$ cat config.mk
export PLATFORM = sky130hd
export DESIGN_NAME = clk_div_gen
export DESIGN_NICKNAME = d
export VERILOG_FILES = /design/src/rtl/clk_div_pkg.sv /design/src/rtl/clk_div_ch.sv /design/src/rtl/clk_div_gen.sv
export SDC_FILE = /design/constraint.sdc
export NUM_CORES = 1
export LEC_CHECK = 0
export CAP_MARGIN = 20
export CORE_MARGIN = 2
export CORE_UTILIZATION = 33
export CTS_CLUSTER_SIZE = 10
export DETAILED_ROUTE_END_ITERATION = 7
export HOLD_SLACK_MARGIN = 0.12
export SLEW_MARGIN = 20
export SYNTH_ARGS = -nofsm -noshare
export SYNTH_HDL_FRONTEND = slang
export SYNTH_SLANG_ARGS = --single-unit
$ cat constraint.sdc
create_clock -name clk -period 3.2 [get_ports clk]
set_clock_uncertainty 0.1 [all_clocks]
set_input_delay 0.8 -clock clk [delete_from_list [all_inputs] [get_ports clk]]
set_output_delay 0.8 -clock clk [all_outputs]
set_load 0.03 [all_outputs]
$ cat src/rtl/clk_div_pkg.sv
// Shared constants and helpers for the clock divider/enable generator.
//   MIN_DIV   : smallest usable divisor (period in clk cycles)
//   idx_w     : channel-index width, clog2 with a floor of 1 bit
//   clamp_div : raises divisors below MIN_DIV to MIN_DIV
package clk_div_pkg;

   localparam int unsigned MIN_DIV = 2;

   // Channel-index width; a single channel still needs a 1-bit index port.
   function automatic int unsigned idx_w(input int unsigned n);
      return (n <= 2) ? 1 : $clog2(n);
   endfunction

   // Divisors 0 and 1 cannot produce a square wave, so store them as MIN_DIV.
   function automatic logic [31:0] clamp_div(input logic [31:0] v);
      return (v < 32'(MIN_DIV)) ? 32'(MIN_DIV) : v;
   endfunction

endpackage

$ cat src/rtl/clk_div_ch.sv
// One divider channel: counter, active/shadow divisor, pending flag and
// registered square-wave/strobe outputs.
//   clk, rst_n : clock, asynchronous active-low reset
//   en         : run enable
//   sync       : phase re-align strobe
//   load       : divisor write strobe for this channel
//   load_val   : raw divisor value (clamped here)
//   dout       : divided square wave
//   tick       : one-cycle strobe at period start
//   pending    : shadow divisor waiting for a period boundary
module clk_div_ch
   import clk_div_pkg::*;
#(
   parameter int unsigned CNT_W       = 16,
   parameter int unsigned DEFAULT_DIV = 12
) (
   input  logic             clk,
   input  logic             rst_n,
   input  logic             en,
   input  logic             sync,
   input  logic             load,
   input  logic [CNT_W-1:0] load_val,
   output logic             dout,
   output logic             tick,
   output logic             pending
);

   localparam logic [CNT_W-1:0] RST_DIV = CNT_W'(clamp_div(32'(DEFAULT_DIV)));

   logic [CNT_W-1:0] cnt, cnt_nxt;
   logic [CNT_W-1:0] per, per_nxt;
   logic [CNT_W-1:0] shd, shd_nxt;
   logic             run, run_nxt;
   logic             pend_nxt, dout_nxt, tick_nxt;
   logic [CNT_W-1:0] load_clamped;
   logic [CNT_W-1:0] eff_shd;
   logic             eff_pend;

   assign load_clamped = CNT_W'(clamp_div(32'(load_val)));
   // A load on a boundary edge takes effect at that same boundary.
   assign eff_shd      = load ? load_clamped : shd;
   assign eff_pend     = load | pending;

   // Next-state and next-output logic.
   always_comb begin
      cnt_nxt  = cnt;
      per_nxt  = per;
      shd_nxt  = shd;
      pend_nxt = pending;
      run_nxt  = run;
      dout_nxt = 1'b0;
      tick_nxt = 1'b0;

      if (!en) begin
         // Idle: hold counter at zero; a pending divisor written earlier
         // is applied now, a fresh write waits one more cycle.
         cnt_nxt  = '0;
         run_nxt  = 1'b0;
         if (pending) per_nxt = shd;
         if (load) shd_nxt = load_clamped;
         pend_nxt = load;
      end else if (!run || sync || (cnt == per - CNT_W'(1))) begin
         // Period boundary: start, re-align or natural wrap.
         cnt_nxt  = '0;
         run_nxt  = 1'b1;
         tick_nxt = 1'b1;
         dout_nxt = 1'b1;
         shd_nxt  = eff_shd;
         if (eff_pend) per_nxt = eff_shd;
         pend_nxt = 1'b0;
      end else begin
         cnt_nxt  = cnt + CNT_W'(1);
         dout_nxt = (cnt_nxt < (per >> 1));
         if (load) begin
            shd_nxt  = load_clamped;
            pend_nxt = 1'b1;
         end
      end
   end

   // State and output registers.
   always_ff @(posedge clk or negedge rst_n) begin
      if (!rst_n) begin
         cnt     <= '0;
         per     <= RST_DIV;
         shd     <= RST_DIV;
         run     <= 1'b0;
         pending <= 1'b0;
         dout    <= 1'b0;
         tick    <= 1'b0;
      end else begin
         cnt     <= cnt_nxt;
         per     <= per_nxt;
         shd     <= shd_nxt;
         run     <= run_nxt;
         pending <= pend_nxt;
         dout    <= dout_nxt;
         tick    <= tick_nxt;
      end
   end

endmodule

$ cat src/rtl/clk_div_gen.sv
// Multi-channel clock-enable / divided-clock generator.
//   clk, rst_n : PLL clock, asynchronous active-low reset
//   en         : per-channel run enable
//   sync       : phase-aligns all enabled channels
//   div_load   : divisor write strobe
//   div_ch     : channel index for div_load (out-of-range ignored)
//   div_val    : new divisor (period in clk cycles)
//   dout       : per-channel square wave
//   tick       : per-channel period-start strobe
//   pending    : per-channel shadow-divisor-waiting flag
module clk_div_gen
   import clk_div_pkg::*;
#(
   parameter int unsigned NUM_CH      = 4,
   parameter int unsigned CNT_W       = 16,
   parameter int unsigned DEFAULT_DIV = 12,
   localparam int unsigned CH_W       = idx_w(NUM_CH)
) (
   input  logic              clk,
   input  logic              rst_n,
   input  logic [NUM_CH-1:0] en,
   input  logic              sync,
   input  logic              div_load,
   input  logic [CH_W-1:0]   div_ch,
   input  logic [CNT_W-1:0]  div_val,
   output logic [NUM_CH-1:0] dout,
   output logic [NUM_CH-1:0] tick,
   output logic [NUM_CH-1:0] pending
);

   // Per-channel write decode; indices >= NUM_CH match no channel.
   for (genvar i = 0; i < NUM_CH; i++) begin : g_ch
      logic ld;
      assign ld = div_load && (div_ch == CH_W'(i));

      clk_div_ch #(
         .CNT_W       (CNT_W),
         .DEFAULT_DIV (DEFAULT_DIV)
      ) u_ch (
         .clk      (clk),
         .rst_n    (rst_n),
         .en       (en[i]),
         .sync     (sync),
         .load     (ld),
         .load_val (div_val),
         .dout     (dout[i]),
         .tick     (tick[i]),
         .pending  (pending[i])
      );
   end

endmodule

==> key figures <==
Logic synthesis
  • Avg Cell Area, Syn: 9.52 sq um
  • Main synth FF type: dfrtp_1
  • Synthesized area: 13700 sq um
  • Ys async rst share: 100%
  • YS warnings: 0
  • EDFF count, synth: 0
  • Mapped Nets: 1532
  • Count of different cell masters after synthesis: 81
  • #FFs+latches synth: 208
  • Synthesized instance count: 1442
  • Seq/Total Area, Yosys: 38.1%

Clocking
  • Total CTS buffers: 25
  • CTS tree: done
  • H-tree depth: 1
  • Clk pin slew, worst setup/hold paths: 0.05 ns
  • Postcts setup bufs: 0
  • Clock Path Buffers: 3
  • CTS Root Buffer Type: clkbuf_16
  • Worst-skew pair later-pin latency: 0.55 ns
  • Num Clock Sinks: 208
  • Hold_buf cts: 0
  • Resize count post-CTS: 0

Drt
  • WL final: 36600 um
  • Detailed Route Iter0 Violations: 710
  • ANT nets after route: 0
  • Residual DRC: 0
  • WL/cell: 18.1 um
  • 1st-pass router iterations: 5
  • Vias after detailed routing: 11100
  • Number of vias per cell: 5.50

Global routing
  • First-pass GRT wire length: 60900 um
  • Vias in the first global route: 11200
  • GRT Util Overall: 17.1%
  • Pin count of the biggest net entering global routing: 72
  • Initial antenna violation count: 0
  • Grt total ovfl: 0

Floorplanning
  • Chip height: 208 um
  • Initial Util: 33.5%
  • Die width: 208 um
  • Core Area: 40900 sq um
  • Die footprint: 43200 sq um
  • # rows: 74
  • Total I/O pin count: 38

STA
  • Unrepaired setup endpoints after global routing: yes
  • Setup Viol. Count Final: 0
  • Fmax: 330 MHz
  • Final TNS setup: 0 ns
  • Fin. max-slew vios: 0
  • Crit share post-route: 94.7%
  • Min Clock Period, post-route: 3.03 ns
  • Final Hold Vio Count: 0
  • Worst Tran Pin Value: 1.05 ns
  • Max-slew headroom: 29.9%

Cells and area
  • Sequential cell area: 5230 sq um
  • Share of layout cells above drive strength 1: 16.1%
  • Area grow syn2layout: 15.5%
  • Cell Count, Final, Fillers Out: 2028
  • Final net count: 1567
  • Leading cell type in the layout, fill and taps excluded: dfrtp_1
  • Antenna Cells: 0
  • Multi-input logic area: 7780 sq um
  • Final-layout fill cell count: 4102
  • Most frequent cells in the layout: 192 x dfrtp_1, 82 x buf_4, 77 x inv_1, 75 x xnor2_1, 74 x nor2_1

Critical path
  • CP cell instances: or4_4, nor4b_1, buf_4, mux2_2, o22a_2, nor4_4, a31oi_1, buf_4, and2_1
  • Crit path max-delay cell type: or4_4
  • Max incr delay on CP: 0.55 ns
  • Crit path top cell by count: buf_4
  • CP Launch Type: register
  • WP buf/inv: 2
  • CP top delay family: simple AND/OR/NAND/NOR gates
  • Crit Path Class: register to register
  • CP Data Arrival Time: 3.36 ns
  • Worst Path Required: 3.53 ns
  • Critical path capture point type: register
  • CP Max Fanout: 15

Placed design
  • Final GP Congestion: 0.867
  • IO buf count: 37
  • DP Wirelength: 26900 um
  • Placed cell count: 1982

Pwr
  • Leakage: 6.72 nW
  • Cell area power density: 584 nW/um^2
  • Worst ir drop on vdd: 0.424 mV

Run
  • Maxcap violations: 0

Min path
  • Worst Hold Class: input pin to async pin

Outcome
  • Status: complete, no violations
state kept, by name (all words and copies together) (netlist names):
name	count
g_ch.u_ch.cnt	64
g_ch.u_ch.dout	4
g_ch.u_ch.pending	4
g_ch.u_ch.per	64
g_ch.u_ch.run	4
g_ch.u_ch.shd	64
g_ch.u_ch.tick	4
cells in the mapped netlist, types with 16 or more instances:
library cell    n  area share, %
dfrtp_1       192             35
nand2_1        57            1.6
nor4_1         21           0.96
xor2_1         52            3.3
nor2_1         74            2.0
nor3_1         44            1.6
o2bb2ai_1      17            1.1
o21ai_0        30            1.1
inv_1          77            2.1
o2111a_1       16            1.3
nand3_1        60            2.2
a22oi_1        18           0.98
mux2_2         58            4.8
a221oi_1       17            1.1
and3_1         30            1.4
o32ai_1        17            1.1
nand4_1        23            1.0
a211oi_1       18           0.98
xnor2_1        76            4.8
dfstp_2        16            3.1
o21a_1         19            1.0
o22ai_1        48            2.2
o22a_1         16            1.0
nor2b_1        40            1.8
a21oi_1        42            1.5
and2_1         33            1.5
clkbuf_1       77            2.1
ha_1           64            5.8
layer usage:
metal  track usage (%)  up-vias  routed length (um)
met5                 0        -                   0
met4              5.55        0                1110
met3              2.28       56                1410
met2              26.5      239               16400
met1              24.5     5478               17700
li1                  -     5373                   -
report_power, final:
| part | internal [mW] | total [mW] | switching, mW | leakage (nW) |
|---|---|---|---|---|
| registers | 3.11 | 3.57 | 0.464 | 2.60 |
| logic | 1.37 | 3.03 | 1.66 | 3.76 |
| clock network | 1.55 | 2.66 | 1.11 | 0.360 |
| total | 6.02 | 9.25 | 3.23 | 6.72 |
path summary, 6_finish.rpt:
path	slack [ns]	start	cells past startpoint	end
max	0.17	g_ch[1].u_ch.per[2]	9	g_ch[1].u_ch.cnt[1]
min	0.13	rst_n	1	g_ch[1].u_ch.cnt[6]
max reg2reg	0.17	g_ch[1].u_ch.per[2]	9	g_ch[1].u_ch.cnt[1]
min reg2reg	0.39	g_ch[1].u_ch.shd[1]	2	g_ch[1].u_ch.shd[1]
max in group asynchronous	2.06	rst_n	2	g_ch[0].u_ch.shd[3]
min in group clk	0.39	g_ch[1].u_ch.shd[1]	2	g_ch[1].u_ch.shd[1]
cell families (layout without fill, tap and decap cells):
kind of cell             after synthesis  in the layout  synth area share, %
AND/OR/NAND/NOR                      439            439                 17.3
multiplexers                          60             60                 4.90
flip-flops                           208            208                 38.1
adder cells (fa/ha/maj)               64             64                 5.83
XOR/XNOR                             130            130                 8.51
AO/OA/AOI/OAI                        344            344                 19.2
buffers and inverters                197            251                 6.17
stage by stage:
step	utilization (%)	area [sq um]	setup WS [ns]	power, mW	hold slack, ns
5_1_grt	38.7	15800	-0.0202	9.86	0.165
6_report	38.7	15800	0.168	9.25	0.127
3_5_place_dp	36.6	15000	-0.124	6.54	0.379
2_1_floorplan	-	13700	0.0495	5.59	0.349
4_1_cts	38.4	15700	0.000785	9.25	0.125
3_3_place_gp	36.6	15000	-0.104	6.47	0.366
area by class of cell:
cell class	instances	share of cell area (%)
multi-input combinational	1037	49.1
sequential	208	33.0
timing repair buffer	127	7.15
clock buffer	45	4.67
tap	532	4.20
inverter	78	1.85
clock inverter	1	0.0553
Power figures use the tool's default switching activity.
